`src/rtl/pla_dly_pkg.sv`:
```
// Shared types and constants for the PLA delay-line controller: FSM states,
// serial frame layout and the strap-pin to CAS-tap mapping.
package pla_dly_pkg;

  typedef enum logic [2:0] {
    ST_IDLE,
    ST_SHIFT,
    ST_CHECK,
    ST_PENDING,
    ST_APPLY,
    ST_MEAS
  } state_t;

  localparam int         FRAME_LEN     = 16;
  localparam logic [3:0] FRAME_MAGIC   = 4'hA;
  localparam int         MAGIC_LSB     = 12;
  localparam int         USE_STRAP_BIT = 11;
  localparam int         SPEED_BIT     = 10;
  localparam int         BYPASS_BIT    = 9;
  localparam int         TAP_LSB       = 3;
  localparam int         TAP_W         = 6;
  localparam int         RSVD_W        = 3;

  typedef struct packed {
    logic             bypass;
    logic [TAP_W-1:0] tap;
  } cas_sel_t;

  typedef struct packed {
    logic     useStrap;
    logic     speed;
    cas_sel_t cas;
  } shadow_t;

  // Mirrors the original solder-bridge choices for the CAS delay line.
  function automatic cas_sel_t strapCasMap(input logic [1:0] code);
    cas_sel_t m;
    m.bypass = 1'b0;
    m.tap    = 6'd9;
    case (code)
      2'd1: m.tap = 6'd24;
      2'd2: begin
        m.bypass = 1'b1;
        m.tap    = 6'd0;
      end
      2'd3: m.tap = 6'd39;
      default: m.tap = 6'd9;
    endcase
    return m;
  endfunction

endpackage

```
`src/rtl/sync_edge.sv`:
```
// Multi-flop synchroniser for one asynchronous input, with a one-cycle
// pulse on each rising edge of the synchronised level.
module sync_edge #(
  parameter int STAGES = 2
) (
  input  logic clk_i,
  input  logic rst_i,
  input  logic d_i,
  output logic q_o,
  output logic rise_o
);

  logic [STAGES-1:0] sync_q;
  logic              prev_q;

  always_ff @(posedge clk_i) begin
    if (rst_i) begin
      sync_q <= '0;
      prev_q <= 1'b0;
    end else begin
      sync_q <= {sync_q[STAGES-2:0], d_i};
      prev_q <= sync_q[STAGES-1];
    end
  end

  assign q_o    = sync_q[STAGES-1];
  assign rise_o = sync_q[STAGES-1] & ~prev_q;

endmodule

```
`src/rtl/pla_delay_ctrl.sv`:
```
// Serially configured, CAS-idle-guarded tap selector for the PLA delay lines.
// Define PLA_DLY_MEAS_EN to add the ring-oscillator measurement mode.
module pla_delay_ctrl
  import pla_dly_pkg::*;
#(
  parameter int GUARD_CYCLES = 8,
  parameter int SYNC_STAGES  = 2,
  parameter int TAPS         = 40,
  parameter int MEAS_WIN     = 1024
) (
  input  logic       clk_i,
  input  logic       rst_i,
  input  logic       strap_speed_i,
  input  logic [1:0] strap_cas_i,
  input  logic       cfg_sclk_i,
  input  logic       cfg_sdata_i,
  input  logic       cfg_latch_i,
  input  logic       casn_i,
  output logic       speed_sel_o,
  output logic       cas_bypass_o,
  output logic [5:0] cas_tap_o,
  output logic       cfg_valid_o,
  output logic       pending_o,
`ifdef PLA_DLY_MEAS_EN
  input  logic        ro_i,
  output logic        ro_en_o,
  output logic [15:0] meas_count_o,
  output logic        meas_done_o,
`endif
  output logic       err_o
);

  localparam int GW = $clog2(GUARD_CYCLES + 1);

  logic sclkLvl, sclkRise, sdataLvl, sdataRise;
  logic latchLvl, latchRise, casnLvl, casnRise;

  sync_edge #(.STAGES(SYNC_STAGES)) uSyncSclk (.clk_i(clk_i), .rst_i(rst_i), .d_i(cfg_sclk_i), .q_o(sclkLvl), .rise_o(sclkRise));
  sync_edge #(.STAGES(SYNC_STAGES)) uSyncSdata (.clk_i(clk_i), .rst_i(rst_i), .d_i(cfg_sdata_i), .q_o(sdataLvl), .rise_o(sdataRise));
  sync_edge #(.STAGES(SYNC_STAGES)) uSyncLatch (.clk_i(clk_i), .rst_i(rst_i), .d_i(cfg_latch_i), .q_o(latchLvl), .rise_o(latchRise));
  sync_edge #(.STAGES(SYNC_STAGES)) uSyncCasn (.clk_i(clk_i), .rst_i(rst_i), .d_i(casn_i), .q_o(casnLvl), .rise_o(casnRise));

  logic unusedOk;
  assign unusedOk = &{1'b0, sclkLvl, sdataRise, casnRise, (MEAS_WIN > 0)};

  state_t               state_q, state_d;
  logic [FRAME_LEN-1:0] shift_q, shift_d;
  logic [4:0]           bitCnt_q, bitCnt_d;
  logic [GW-1:0]        guard_q, guard_d;
  shadow_t              shadow_q, shadow_d;
  cas_sel_t             cas_q, cas_d;
  logic                 pending_q, pending_d;
  logic                 err_q, err_d;
  logic                 speed_q, speed_d;
  logic                 cfgValid_q, cfgValid_d;

`ifdef PLA_DLY_MEAS_EN
  localparam int MW = $clog2(MEAS_WIN + 1);
  logic          roLvl, roRise;
  logic [MW-1:0] measWin_q, measWin_d;
  logic [15:0]   measCnt_q, measCnt_d;
  logic          measDone_q, measDone_d;
  logic          unusedRo;

  sync_edge #(.STAGES(SYNC_STAGES)) uSyncRo (.clk_i(clk_i), .rst_i(rst_i), .d_i(ro_i), .q_o(roLvl), .rise_o(roRise));
  assign unusedRo = roLvl;
`endif

  logic             shiftEn, frameStart, magicOk, rsvdOk, tapOk, frameValid;
  logic [TAP_W-1:0] frameTap;

  assign shiftEn    = (state_q != ST_CHECK) && sclkRise && !latchLvl;
  assign frameStart = latchRise && (bitCnt_q != 5'd0);
  assign frameTap   = shift_q[TAP_LSB +: TAP_W];
  assign magicOk    = shift_q[MAGIC_LSB +: 4] == FRAME_MAGIC;
  assign tapOk      = shift_q[BYPASS_BIT] || (frameTap <= TAP_W'(TAPS - 1));
`ifdef PLA_DLY_MEAS_EN
  // Bit 0 requests a measurement instead of being reserved.
  assign rsvdOk     = shift_q[RSVD_W-1:1] == '0;
`else
  assign rsvdOk     = shift_q[RSVD_W-1:0] == '0;
`endif
  assign frameValid = (bitCnt_q == 5'(FRAME_LEN)) && magicOk && rsvdOk && tapOk;

  always_comb begin
    state_d    = state_q;
    shift_d    = shift_q;
    bitCnt_d   = bitCnt_q;
    guard_d    = guard_q;
    shadow_d   = shadow_q;
    cas_d      = cas_q;
    pending_d  = pending_q;
    err_d      = err_q;
    speed_d    = speed_q;
    cfgValid_d = cfgValid_q;
`ifdef PLA_DLY_MEAS_EN
    measWin_d  = measWin_q;
    measCnt_d  = measCnt_q;
    measDone_d = 1'b0;
`endif

    // The shifter runs alongside the FSM so a new frame can arrive while pending.
    if (shiftEn) begin
      shift_d = {shift_q[FRAME_LEN-2:0], sdataLvl};
      if (bitCnt_q != 5'(FRAME_LEN + 1)) bitCnt_d = bitCnt_q + 5'd1;
    end

    case (state_q)
      ST_IDLE: begin
        if (frameStart) state_d = ST_CHECK;
        else if (shiftEn) state_d = ST_SHIFT;
      end
      ST_SHIFT: begin
        if (frameStart) state_d = ST_CHECK;
      end
      ST_CHECK: begin
        shift_d  = '0;
        bitCnt_d = '0;
        if (frameValid) begin
          err_d = 1'b0;
`ifdef PLA_DLY_MEAS_EN
          if (shift_q[0]) begin
            measWin_d = '0;
            measCnt_d = '0;
            state_d   = ST_MEAS;
          end else begin
`else
          begin
`endif
            shadow_d.useStrap   = shift_q[USE_STRAP_BIT];
            shadow_d.speed      = shift_q[SPEED_BIT];
            shadow_d.cas.bypass = shift_q[BYPASS_BIT];
            shadow_d.cas.tap    = frameTap;
            pending_d           = 1'b1;
            guard_d             = '0;
            state_d             = ST_PENDING;
          end
        end else begin
          err_d   = 1'b1;
          state_d = pending_q ? ST_PENDING : ST_IDLE;
        end
      end
      ST_PENDING: begin
        if (frameStart) begin
          state_d = ST_CHECK;
        end else if (!casnLvl) begin
          guard_d = '0;
        end else if (guard_q == GW'(GUARD_CYCLES - 1)) begin
          // Outputs switch on entry to APPLY so CAS has been idle for the full window.
          guard_d   = '0;
          pending_d = 1'b0;
          state_d   = ST_APPLY;
          if (shadow_q.useStrap) begin
            cas_d      = strapCasMap(strap_cas_i);
            speed_d    = strap_speed_i;
            cfgValid_d = 1'b0;
          end else begin
            cas_d      = shadow_q.cas;
            speed_d    = shadow_q.speed;
            cfgValid_d = 1'b1;
          end
        end else begin
          guard_d = guard_q + 1'b1;
        end
      end
      ST_APPLY: begin
        state_d = frameStart ? ST_CHECK : ST_IDLE;
      end
`ifdef PLA_DLY_MEAS_EN
      ST_MEAS: begin
        measWin_d = measWin_q + 1'b1;
        if (roRise && (measCnt_q != 16'hFFFF)) measCnt_d = measCnt_q + 16'd1;
        if (measWin_q == MW'(MEAS_WIN - 1)) begin
          measDone_d = 1'b1;
          state_d    = pending_q ? ST_PENDING : ST_IDLE;
        end
      end
`endif
      default: state_d = ST_IDLE;
    endcase
  end

  always_ff @(posedge clk_i) begin
    if (rst_i) begin
      state_q    <= ST_IDLE;
      shift_q    <= '0;
      bitCnt_q   <= '0;
      guard_q    <= '0;
      shadow_q   <= '0;
      cas_q      <= strapCasMap(strap_cas_i);
      pending_q  <= 1'b0;
      err_q      <= 1'b0;
      speed_q    <= strap_speed_i;
      cfgValid_q <= 1'b0;
`ifdef PLA_DLY_MEAS_EN
      measWin_q  <= '0;
      measCnt_q  <= '0;
      measDone_q <= 1'b0;
`endif
    end else begin
      state_q    <= state_d;
      shift_q    <= shift_d;
      bitCnt_q   <= bitCnt_d;
      guard_q    <= guard_d;
      shadow_q   <= shadow_d;
      cas_q      <= cas_d;
      pending_q  <= pending_d;
      err_q      <= err_d;
      speed_q    <= speed_d;
      cfgValid_q <= cfgValid_d;
`ifdef PLA_DLY_MEAS_EN
      measWin_q  <= measWin_d;
      measCnt_q  <= measCnt_d;
      measDone_q <= measDone_d;
`endif
    end
  end

  assign speed_sel_o  = speed_q;
  assign cas_bypass_o = cas_q.bypass;
  assign cas_tap_o    = cas_q.tap;
  assign cfg_valid_o  = cfgValid_q;
  assign pending_o    = pending_q;
  assign err_o        = err_q;
`ifdef PLA_DLY_MEAS_EN
  assign ro_en_o      = state_q == ST_MEAS;
  assign meas_count_o = measCnt_q;
  assign meas_done_o  = measDone_q;
`endif

endmodule
```
`config.mk`:
```
export PLATFORM = sky130hd
export DESIGN_NAME = pla_delay_ctrl
export DESIGN_NICKNAME = d
export VERILOG_FILES = /design/src/rtl/pla_dly_pkg.sv /design/src/rtl/sync_edge.sv /design/src/rtl/pla_delay_ctrl.sv
export SDC_FILE = /design/constraint.sdc
export NUM_CORES = 1
export LEC_CHECK = 0
export ABC_AREA = 1
export ABC_CLOCK_PERIOD_IN_PS = 4040
export CAP_MARGIN = 15
export CORE_MARGIN = 3
export CORE_UTILIZATION = 26
export DETAILED_ROUTE_END_ITERATION = 10
export DONT_BUFFER_PORTS = 1
export SYNTH_ARGS = -nofsm -noshare
export SYNTH_HDL_FRONTEND = slang
export SYNTH_SLANG_ARGS = --single-unit
```
`constraint.sdc`:
```
create_clock -name clk_i -period 4.04 [get_ports clk_i]
set_input_delay 0.404 -clock clk_i [delete_from_list [all_inputs] [get_ports clk_i]]
set_output_delay 0.404 -clock clk_i [all_outputs]
set_load 0.05 [all_outputs]
```
# --- Word level (Yosys, flattened, before mapping) ---
# Index checks and enable logic that the tools add are counted.
# W data, S select, Z words.
op_classes:
  n_addsub: 2
  multipliers: 0
  div: 0
  order_cmp: 1
  n_eq_ne: 21
  n_shift: 0
  n_mux: 36
  n_bitwise: 5
  reduce_logical: 23
op_table:
  columns: ["operator", "count"]
  rows:
  - ["$mux W7", 6]
  - ["$mux W3", 6]
  - ["$pmux W6 S3", 1]
  - ["$mux W4", 4]
  - ["$pmux W3 S5", 1]
  - ["$mux W1", 13]
  - ["$reduce_and A4 Y1", 3]
  - ["$ne A2 B2 Y1 const B", 5]
  - ["$pmux W4 S2", 1]
  - ["$reduce_bool A2 Y1", 4]
  - ["$eq A3 B2 Y1 const B", 2]
  - ["$le A6 B6 Y1 const B", 1]
  - ["$logic_and A1 B1 Y1", 6]
  - ["$logic_not A3 Y1", 2]
  - ["$mux W2", 3]
  - ["$ne A3 B2 Y1 const B", 2]
  - ["$ne A3 B3 Y1 const B", 2]
  - ["$add A5 B1 Y5 const B", 1]
  - ["$eq A5 B5 Y1 const B", 1]
  - ["$ne A5 B5 Y1 const B", 1]
  - ["$reduce_and A5 Y1", 1]
  - ["$reduce_bool A5 Y1", 1]
  - ["$add A4 B1 Y4 const B", 1]
  - ["$eq A2 B2 Y1 const B", 2]
  - ["other kinds (14)", 18]
totals:
  register_bits: 58
  latch_bits: 0
  mem_bits_rw: 0
  mem_bits_ro: 0
  in_bits: 9
  output_inout_bits: 11
  memories: 0

# --- Logic depth before layout (Yosys ltp) ---
# Gate-level depths: netlist (run 1).
depth:
  depth_word: 8
  ltp_mapped: 9
  ltp_nobuf: 9

# --- Cells and area by module ---
# A second synthesis (run 1) with hierarchy kept.
unflattened:
  hier_cells: 312
  area_unflattened_um2: 2562.5
modules_own_cells:
  columns: ["module", "instances", "cells_per_inst", "area_per_inst_um2", "seq_area_each_um2"]
  rows:
  - ["pla_delay_ctrl", 1, 272, 2217.1, 1041.0]
  - ["sync_edge", 4, 10, 86.3, 60.1]

# --- Worst setup path before layout (run 1) ---
# OpenSTA, ideal clock, no wires.
synth_timing:
  path_type: "register to register"
  start: "register bitCnt_q[0]"
  end: "register cas_q, in the netlist cas_bypass_o (enable)"
  arrival_time_ns: 1.313
  slack_ns: 2.449
  stages_incl_launch_ff: 9
  path_buffers: 0
  period_less_slack_ns: 1.591
  path_cell_list: "dfxtp_1 inv_1 ha_1 nand3_1 nand2_2 nand2_2 inv_1 a21oi_1 inv_1"
synth_via:
  elab_chain_len: 4
synth_rtl:
  columns: ["element", "line", "source"]
  rows:
  - ["start, declared", "pla_delay_ctrl.sv:48", "logic [4:0] bitCnt_q, bitCnt_d;"]
  - ["start signal, assigned", "pla_delay_ctrl.sv:203", "bitCnt_q <= bitCnt_d;"]
  - ["$reduce_bool A5 Y1", "pla_delay_ctrl.sv:73", "assign frameStart = latchRise && (bitCnt_q != 5'd0);"]
  - ["$logic_and A1 B1 Y1", "pla_delay_ctrl.sv:73", null]
  - ["$ne A2 B2 Y1 (no line)", null, null]
  - ["$reduce_and A4 Y1 (no line)", null, null]
  - ["end signal, assigned", "pla_delay_ctrl.sv:190", "cas_q <= strapCasMap(strap_cas_i);"]
  - ["end signal, assigned", "pla_delay_ctrl.sv:206", "cas_q <= cas_d;"]
  - ["end, declared", "pla_delay_ctrl.sv:51", "cas_sel_t cas_q, cas_d;"]
# No other way between the ends.
# A chain may end at the register's enable or synchronous reset.

# --- Final worst setup path (run 1) ---
layout_timing:
  start: "register bitCnt_q[0]"
  end: "register cas_q, in the netlist cas_tap_o[3] (enable)"
# The elaborated chain is that of the path after synthesis.

==> impl_metrics.tcl, run 1 <==
set metrics [dict create \
    run_status "finished, final reports clean" \
    hold_ws_ps 123.4 \
    netlist.area_leader.share 0.3982 \
    avgRoutedWirePerCell_um 9.764 \
    grt_max_degree 24 \
    ir_drop_v 0.0001465 \
    reg2reg_slack_ps 2300 \
    fin_util 0.3028 \
    hold_buffers 0 \
    core_area_mm2 0.009328 \
    fp.dieH_um 104.3 \
    ys_seq_elements 58 \
    h-tree-depth 3 \
    clk_latency_ps 340 \
    drt_drc_violations_left 0 \
    grt_pass1_vias 1654 \
    area.growth.synth_to_final_pct 12.34 \
    tns_ps 0 \
    fmax_ghz 0.5743 \
    synth_area_leader_cell "dfxtp_1" \
    fin_crit_sh 0.4310 \
    worst_clock_skew_ps 10.12 \
    worst_slack_ps 2299 \
    grt-ovfl-total 0 \
    floorplan.die_area_mm2 0.01088 \
    total_power_mw 1.380 \
    cts_sinks 58 \
    numCtsBuffers 9 \
    rsz0062_at_grt "false" \
    post-dp-hpwl_um 3040 \
    syn_area_mm2 0.002514 \
    min-delay-start "rst_i" \
    cts_buffer_depth 2 \
    dpl-instance-area_mm2 0.002615 \
    io_pins 20 \
    syn_nets 317 \
    die_x_um 104.3 \
    cts_root_buffer "clkbuf_8" \
    num_rows 35 \
    powerDensity_mw_per_mm2 488.7 \
    tritoncts "yes" \
    portBuffers 0 \
    path_common_cell "inv_1" \
    drv_cap 0 \
    slew_viol_final 0 \
    max-slew-margin-rel 0.5233 \
    yosys_warnings 0 \
    min_period_ps 1741 \
    vias 1811 \
    cts_setup_buffers 0 \
    hold_violations 0 \
    grt_pass1_wl_um 7341 \
    avgSynthCellArea_um2 8.379 \
    path_buf_inv 3 \
    grt_use_total 0.08425 \
    r2r-start "bitCnt_q[0]" \
    crit_required_ps 4110 \
    worst_pin_slew_ps 713.3 \
    hold_path_depth 1 \
    setup-violations-final 0 \
    crit_slowest_cell "dfxtp_1" \
    avgViaCountPerCell 4.154 \
    synthCells 300 \
    yosysSeqAreaShare 0.4938 \
    ant_nets 0 \
    p_leak_nw 1.166 \
    crit_path_end_kind "register" \
    finalNetCount 319 \
    fin_cells 436 \
    initial_core_util 0.2695 \
    place_ws_ps 2289 \
    cts_resized 0 \
    crit_fanout 8 \
    drive_gt1_frac 0.1303 \
    wl_um 4257 \
    dr.pass1.iters 4 \
    place_congestion 0.8304 \
    r2r_end "cas_tap_o[3]" \
    cpPeakStageDelay_ps 400 \
    antenna_found_initial 0 \
    worstSetupStartpointType "register" \
    drt_iter0_markers 76 \
    dp.cells 420 \
    n_antenna_cell 0 \
    ff2ff_path_depth 8 \
    cp.arrival_ps 1810 \
    path_class "register to register" \
    path_clk_slew_ps 70 \
    crit_family "flip-flops" \
    ys_types 32 \
    netlist_top_cells_area "dfxtp_1 (40%), edfxtp_1 (9.6%), nor2_1 (8.2%)" \
    min_to "state_q[0]" \
    crit_chain "inv_1 -> ha_1 -> nand3_1 -> nand2_2 -> nand2_2 -> inv_1 -> a21oi_1 -> inv_1" \
    final_area_mm2 0.002824 \
    hp-class "input pin to register" \
]
-- cell usage after synthesis --
master	count
a21oi_1	13
inv_2	3
buf_6	1
a211oi_1	10
nor3_1	9
nand3_4	3
inv_1	39
nand2_4	1
xor2_1	2
a21oi_2	3
dfxtp_1	50
o22ai_1	1
nand2_2	5
ha_1	8
o21ai_0	10
buf_4	1
clkbuf_1	3
nor2_1	55
o21a_1	1
o21ai_1	2
nand2_1	41
nor2_2	3
nor2_4	2
a211oi_2	2
nand3_1	15
o21ai_2	2
buf_2	3
edfxtp_1	8
xnor2_1	1
nor2_8	1
clkinv_4	1
buf_8	1
-- layer usage --
metal	GRT usage	vias up	share of wire
met5	0	-	0
met4	0.03989	0	0.020
met3	0.03911	11	0.057
met2	0.1232	36	0.43
met1	0.1044	806	0.49
li1	-	958	-
-- flip-flops by register name, summed over array words and instances (netlist names) --
register,count
uSyncLatch.sync_q,2
state_q,3
err_o,1
cfg_valid_o,1
uSyncCasn.sync_q,2
uSyncSdata.sync_q,2
shift_q,16
speed_sel_o,1
cas_bypass_o,1
uSyncLatch.prev_q,1
cas_tap_o,6
guard_q,4
pending_o,1
bitCnt_q,5
uSyncSclk.sync_q,2
uSyncSclk.prev_q,1
shadow_q,9
-- worst reg2reg max path: stages (launching register included) --
cell     delay (ps)
dfxtp_1         400
inv_1            80
ha_1            220
nand3_1         100
nand2_2          90
nand2_2         120
inv_1            60
a21oi_1         200
inv_1           190
-- placed cells by master, fill, tap and decap left out, types with 3 or more instances in the layout --
| master | count |
|---|---|
| o21ai_0 | 10 |
| edfxtp_1 | 8 |
| inv_2 | 3 |
| nand3_4 | 3 |
| nor2_1 | 55 |
| a21oi_1 | 13 |
| a21oi_2 | 3 |
| nor3_1 | 9 |
| dfxtp_1 | 50 |
| nand2_2 | 5 |
| nand2_1 | 41 |
| clkbuf_8 | 9 |
| ha_1 | 8 |
| nor2_2 | 3 |
| a211oi_1 | 10 |
| inv_1 | 39 |
| nand3_1 | 15 |
-- area by class of cell --
type                       instances  area (um^2)
fill                             976         6504
sequential                        58         1241
multi-input combinational        190         1046
inverter                          43        166.4
tap                              129        161.4
clock buffer                      10        127.6
clock inverter                     6        81.33
-- logic make-up after synthesis --
logic type	Yosys count	synth area share
AND/OR/NAND/NOR	135	0.2534
flip-flops	58	0.4938
buffers and inverters	52	0.09009
AO/OA/AOI/OAI	44	0.1125
adder cells (fa/ha/maj)	8	0.03982
XOR/XNOR	3	0.01045
-- where the power goes --
| part | total, mW | internal, mW | switching (mW) |
|---|---|---|---|
| Combinational | 0.149 | 0.0526 | 0.0959 |
| Sequential | 0.661 | 0.617 | 0.0446 |
| Clock | 0.570 | 0.343 | 0.227 |
| Total | 1.38 | 1.01 | 0.368 |
-- worst max path at each step --
| stage | cells past startpoint | to | from |
|---|---|---|---|
| finish | 8 | cas_tap_o[3] | bitCnt_q[0] |
| CTS | 8 | cas_bypass_o | bitCnt_q[0] |
| detailed placement | 8 | cas_bypass_o | bitCnt_q[0] |
| global route | 8 | cas_tap_o[5] | bitCnt_q[0] |
| global placement | 8 | cas_bypass_o | bitCnt_q[0] |
| floorplan | 8 | cas_bypass_o | bitCnt_q[0] |
No activity file was read; power rests on OpenSTA's default activity.
==> run 2, diff against run 1 <==
--- a/config.mk
+++ b/config.mk
@@ -6,7 +6,7 @@
 export NUM_CORES = 1
 export LEC_CHECK = 0
 export ABC_AREA = 1
-export ABC_CLOCK_PERIOD_IN_PS = 4040
+export ABC_CLOCK_PERIOD_IN_PS = 1400
 export CAP_MARGIN = 15
 export CORE_MARGIN = 3
 export CORE_UTILIZATION = 26
==> constraint.sdc (replaced) <==
create_clock -name clk_i -period 1.4 [get_ports clk_i]
set_input_delay 0.14 -clock clk_i [delete_from_list [all_inputs] [get_ports clk_i]]
set_output_delay 0.14 -clock clk_i [all_outputs]
set_load 0.05 [all_outputs]
==> impl_metrics.tcl, run 2 (synthesized netlist as in run 1, its figures left out) <==
set metrics [dict create \
    num_rows 35 \
    drv_cap 0 \
    clk_latency_ps 340 \
    hp-class "input pin to register" \
    path_clk_slew_ps 60 \
    fin_crit_sh 0.9584 \
    grt_pass1_vias 1785 \
    grt-ovfl-total 0 \
    drt_iter0_markers 62 \
    die_x_um 104.3 \
    setup-violations-final 0 \
    grt_max_degree 23 \
    finalNetCount 353 \
    avgViaCountPerCell 4.123 \
    layout_commonest_cell "nor2_1" \
    path_class "register to register" \
    tritoncts "yes" \
    run_status "complete, but fails checks" \
    regArea_mm2 0.001246 \
    fp.dieH_um 104.3 \
    cts_root_buffer "clkbuf_8" \
    crit_path_end_kind "register" \
    cts_buffer_depth 2 \
    reg2reg_slack_ps 60 \
    portBuffers 0 \
    h-tree-depth 3 \
    max-slew-margin-rel 0.6965 \
    hold_ws_ps -135.6 \
    post-dp-hpwl_um 3196 \
    multi_input_area_mm2 0.001105 \
    wl_um 4777 \
    core_area_mm2 0.009328 \
    crit_required_ps 1620 \
    avgRoutedWirePerCell_um 10.16 \
    place_ws_ps -28.04 \
    violations "hold timing" \
    worst_pin_slew_ps 456.1 \
    place_congestion 0.8088 \
    powerDensity_mw_per_mm2 1314 \
    vias 1938 \
    total_power_mw 4.242 \
    regMostFlops "shift_q" \
    hold_violations 9 \
    numCtsBuffers 9 \
    worstSetupStartpointType "register" \
    cp.arrival_ps 1570 \
    io_pins 20 \
    drt_drc_violations_left 0 \
    min_period_ps 1342 \
    dr.pass1.iters 4 \
    ant_nets 0 \
    n_antenna_cell 0 \
    grt_pass1_wl_um 8052 \
    fin_util 0.3462 \
    slew_viol_final 0 \
    drive_gt1_frac 0.2287 \
    rsz0062_at_grt "true" \
    grt_use_total 0.09168 \
    antenna_found_initial 0 \
    worst_clock_skew_ps 8.170 \
    ir_drop_v 0.0004535 \
    area.growth.synth_to_final_pct 28.47 \
    worst_slack_ps 58.21 \
    cts_sinks 58 \
    fmax_ghz 0.7453 \
    nFillCells 944 \
    hold_buffers 11 \
    largest_reg_flops 16 \
    floorplan.die_area_mm2 0.01088 \
    crit_fanout 6 \
    initial_core_util 0.2695 \
    p_leak_nw 1.370 \
    mostFrequentLayoutCells "nor2_1 (55), dfxtp_1 (46), nand2_1 (39), inv_1 (33), buf_4 (18)" \
]
[run 2: cell types whose count changed in the layout (fill, tap and decap cells not counted), moves of 3 or more]
| cell | change |
|---|---|
| buf_4 | +18 |
| dlygate4sd3_1 | +11 |
| inv_1 | -6 |
| inv_2 | +5 |
| dfxtp_1 | -4 |
| dfxtp_2 | +4 |
| nand3_2 | +3 |
[run 2: what timing repair did]
| item | 4_1_cts | 5_1_grt |
|---|---|---|
| setup endpoints to repair | 12 | 21 |
| resized for setup | 2 | 14 |
| pin swaps | 1 | 4 |
| hold endpoints to repair | 20 | 9 |
| setup buffers | 2 | 4 |
| cloned | 0 | 1 |
[run 2: routing by layer]
metal	track usage	part of all wire
met1	0.1098	0.48
met2	0.1365	0.45
met3	0.04780	0.054
met4	0.03989	0.011
met5	0	0
[run 2: worst max-delay path, stage by stage (launching register included)]
cell and delay, ps:
dfxtp_2 320, inv_2 80, ha_4 140, nand2_2 60, nor2_4 130, nand3_4 190, buf_6 170, nand3_1 70
a21oi_1 70
[run 2: area by class of cell]
cell class              count  area share
clock buffers              10     0.03952
clock inverters             6     0.03255
inverters                  43     0.05463
multi-input cells         191      0.3421
flip-flops and latches     58      0.3859
well taps                 129     0.04998
repair buffers             33     0.09531
[run 2: worst paths after layout]
| path | to | start | cells past startpoint |
|---|---|---|---|
| worst max-delay path | guard_q[1] | bitCnt_q[1] | 8 |
| worst max register to register | guard_q[1] | bitCnt_q[1] | 8 |
| worst min-delay path | guard_q[1] | rst_i | 1 |
| worst min register to register | shadow_q[2] | shadow_q[2] | 2 |
[run 2: through the flow]
stage,instance area (um^2),instances,setup TNS [ps]
CTS,3149,465,0
global placement,2783,436,0
floorplan,2536,300,0
detailed placement,2783,436,-59.51
finish,3229,470,0
global route,3229,470,-47.11
[run 2: report_power, final]
group	internal, mW	total, mW	switching (mW)	leakage [nW]
sequential	1.78	1.89	0.112	0.487
combinational	0.220	0.533	0.313	0.771
clock	1.17	1.82	0.647	0.112
==> run 3, diff against run 2 <==
--- a/config.mk
+++ b/config.mk
@@ -5,7 +5,6 @@
 export SDC_FILE = /design/constraint.sdc
 export NUM_CORES = 1
 export LEC_CHECK = 0
-export ABC_AREA = 1
 export ABC_CLOCK_PERIOD_IN_PS = 1400
 export CAP_MARGIN = 15
 export CORE_MARGIN = 3
==> constraint.sdc (replaced) <==
create_clock -name clk_i -period 1.4 [get_ports clk_i]
set_input_delay 0.14 -clock clk_i [delete_from_list [all_inputs] [get_ports clk_i]]
set_output_delay 0.14 -clock clk_i [all_outputs]
set_load 0.1 [all_outputs]
==> impl_metrics.tcl, run 3 <==
set metrics [dict create \
    run_status "complete, but fails checks" \
    violations "hold timing, setup timing" \
    io_pins 20 \
    vias 1929 \
    worst_pin_slew_ps 359.6 \
    crit_slowest_cell "dfxtp_2" \
    grt_pass1_vias 1863 \
    hold_buffers 10 \
    path_clk_slew_ps 70 \
    reg2reg_slack_ps -250 \
    avgRoutedWirePerCell_um 11.96 \
    hold_violations 16 \
    r2r-start "bitCnt_q[1]" \
    powerDensity_mw_per_mm2 970.3 \
    crit_required_ps 1640 \
    yosys-top-cells-count "dfxtp_1 (50), nand2_1 (39), nor2_1 (29), a21oi_1 (23), mux2i_1 (11)" \
    tritoncts "yes" \
    cts_sinks 58 \
    nFillCells 866 \
    drv_cap 0 \
    cts_buffer_depth 2 \
    worstSetupStartpointType "register" \
    p_int_mw 2.461 \
    seqPwrFrac 0.516 \
    synthCells 251 \
    min-delay-start "rst_i" \
    highest_layer "met4" \
    layout_commonest_cell "buf_4" \
    crit_family "simple AND/OR/NAND/NOR gates" \
    ant_nets 0 \
    power.switching_uw 888.8 \
    dp.cells 397 \
    clkPwrFrac 0.394 \
    finalNetCount 334 \
    yosysMostFrequentCell "dfxtp_1" \
    drive_gt1_frac 0.3571 \
    wl_met1_um 2390 \
    worst_clock_skew_ps 9.767 \
    antenna_found_initial 0 \
    place_congestion 0.7927 \
    wl_met2_um 2387 \
    ir_drop_v 0.0004562 \
    largest_reg_flops 16 \
    path_buf_inv 2 \
    syn_nets 268 \
    portBuffers 0 \
    area.growth.synth_to_final_pct 43.77 \
    fin_crit_sh 1.178 \
    num_rows 34 \
    hp-class "input pin to register" \
    hold_ws_ps -151.9 \
    avgSynthCellArea_um2 9.566 \
    p_sw_frac 0.2653 \
    netlist_top_cells_area "dfxtp_1 (42%), edfxtp_1 (10%), nand2_1 (6.1%)" \
    regArea_mm2 0.001252 \
    min_to "state_q[2]" \
    fp.dieH_um 102.1 \
    numCtsBuffers 9 \
    synth_area_leader_cell "dfxtp_1" \
    yosys_warnings 0 \
    crit_fanout 9 \
    die_x_um 102.1 \
    dr_wl_met3_um 225 \
    initial_core_util 0.2714 \
    fmax_ghz 0.6062 \
    ys_seq_elements 58 \
    min_period_ps 1650 \
    yosysSeqAreaShare 0.5169 \
    path_class "register to register" \
    synthArstFlopShare 0 \
    crit_path_end_kind "register" \
    r2r_end "shadow_q[0]" \
    multi_input_area_mm2 0.001265 \
    grt-ovfl-total 0 \
    hold_path_depth 1 \
    setup-violations-final 32 \
    dr.pass1.iters 4 \
    grt_max_degree 32 \
    core_area_mm2 0.008848 \
    drt_drc_violations_left 0 \
    slew_viol_final 0 \
    grt_pass1_wl_um 8811 \
    p_leak_nw 1.349 \
    cp.arrival_ps 1880 \
    max-slew-margin-rel 0.7541 \
    grt_use_total 0.1102 \
    ff2ff_path_depth 8 \
    mostFrequentLayoutCells "buf_4 (46), dfxtp_1 (41), nand2_1 (37), nor2_1 (27), a21oi_1 (19)" \
    avgViaCountPerCell 4.486 \
    drt_iter0_markers 73 \
    power_frac_comb 0.089 \
    post-dp-hpwl_um 3403 \
    crit_chain "inv_2 -> ha_4 -> nor4bb_4 -> o2111ai_4 -> nor2_4 -> buf_12 -> mux2i_2 -> nor2_1" \
    cts_root_buffer "clkbuf_8" \
    rsz0062_at_grt "true" \
    fin_cells 430 \
    h-tree-depth 3 \
    regMostFlops "shift_q" \
    ys_types 47 \
    cpPeakStageDelay_ps 320 \
    synth-main-ff-cell "dfxtp_1" \
    floorplan.die_area_mm2 0.01042 \
    syn_area_mm2 0.002401 \
    n_antenna_cell 0 \
    worst_slack_ps -249.6 \
    netlist.area_leader.share 0.4169 \
    clk_latency_ps 340 \
    wl_um 5143 \
    synth_edf_count 8 \
]
-- run 3: cell count changes after synthesis, moves of 9 or more --
cell	before	now
inv_1	39	8
nor2_1	55	29
mux2i_1	0	11
nand3_1	15	4
a21oi_1	13	23
nor2b_1	0	10
a211oi_1	10	1
-- run 3: cells by family after synthesis --
family / share of synthesized area
and+or+nand+nor: 0.2126
xor gates and xnor gates: 0.01824
DFF: 0.5169
AOI/OAI and AO/OA: 0.1110
muxes: 0.05993
adders and majority gates: 0.04169
buffers and inverters: 0.03960
-- run 3: worst max path at each step --
stage / to / slack, ps / cells after the start / startpoint
final: shadow_q[0] / -250 / 8 / bitCnt_q[1]
after global routing: shadow_q[0] / -370 / 8 / bitCnt_q[1]
after CTS: state_q[1] / -240 / 8 / bitCnt_q[1]
after detailed placement: state_q[1] / -330 / 7 / bitCnt_q[0]
after global placement: guard_q[2] / -260 / 6 / shift_q[14]
after floorplan: state_q[0] / -240 / 3 / pending_o
-- run 3: cell type report --
class	count	area share
clock buffers	9	0.03588
repair buffers	67	0.1736
clock inverters	7	0.01341
well taps	108	0.03914
multi-input cells	173	0.3664
inverters	8	0.008699
flip-flops and latches	58	0.3628
-- run 3: repair_timing --
item	in CTS	in global routing
endpoints found under the setup margin	32	48
gates resized for setup	24	14
setup buffers	6	3
endpoints found under the hold margin	27	17
gates cloned	0	0
pin swaps	6	11
-- run 3: power groups by stage --
stage / Sequential, mW / Combinational [mW] / Clock (mW)
floorplan: 1.87 / 0.106 / 0
global placement: 1.77 / 0.257 / 0
detailed placement: 1.77 / 0.259 / 0
CTS: 1.73 / 0.291 / 1.37
global route: 1.73 / 0.321 / 1.46
finish: 1.73 / 0.299 / 1.32
-- run 3: per-stage QoR --
step	utilization	setup WS, ps	TNS [ps]	area [um^2]	total power, mW
floorplan	-	-243.1	-3791	2495	1.975
global placement	0.3347	-257.7	-5239	2962	2.024
detailed placement	0.3347	-325.7	-6506	2962	2.027
CTS	0.3825	-235.1	-5263	3385	3.395
global route	0.3901	-372.7	-8670	3452	3.512
finish	0.3901	-249.6	-5847	3452	3.350
-- run 3: worst reg2reg max path: cells and delay by family (launching register included) --
family	cells	cell delay [ps]
simple gates	3	460
fa+ha+maj	1	120
buf+inv	2	220
mux	1	200
compound gates	1	230
flops	1	320
-- run 3: metal layers --
layer | global-route usage | vias to the layer above
met5 | 0 | -
met3 | 0.04437 | 15
met2 | 0.1739 | 34
met4 | 0.05146 | 0
li1 | - | 995
met1 | 0.1312 | 885
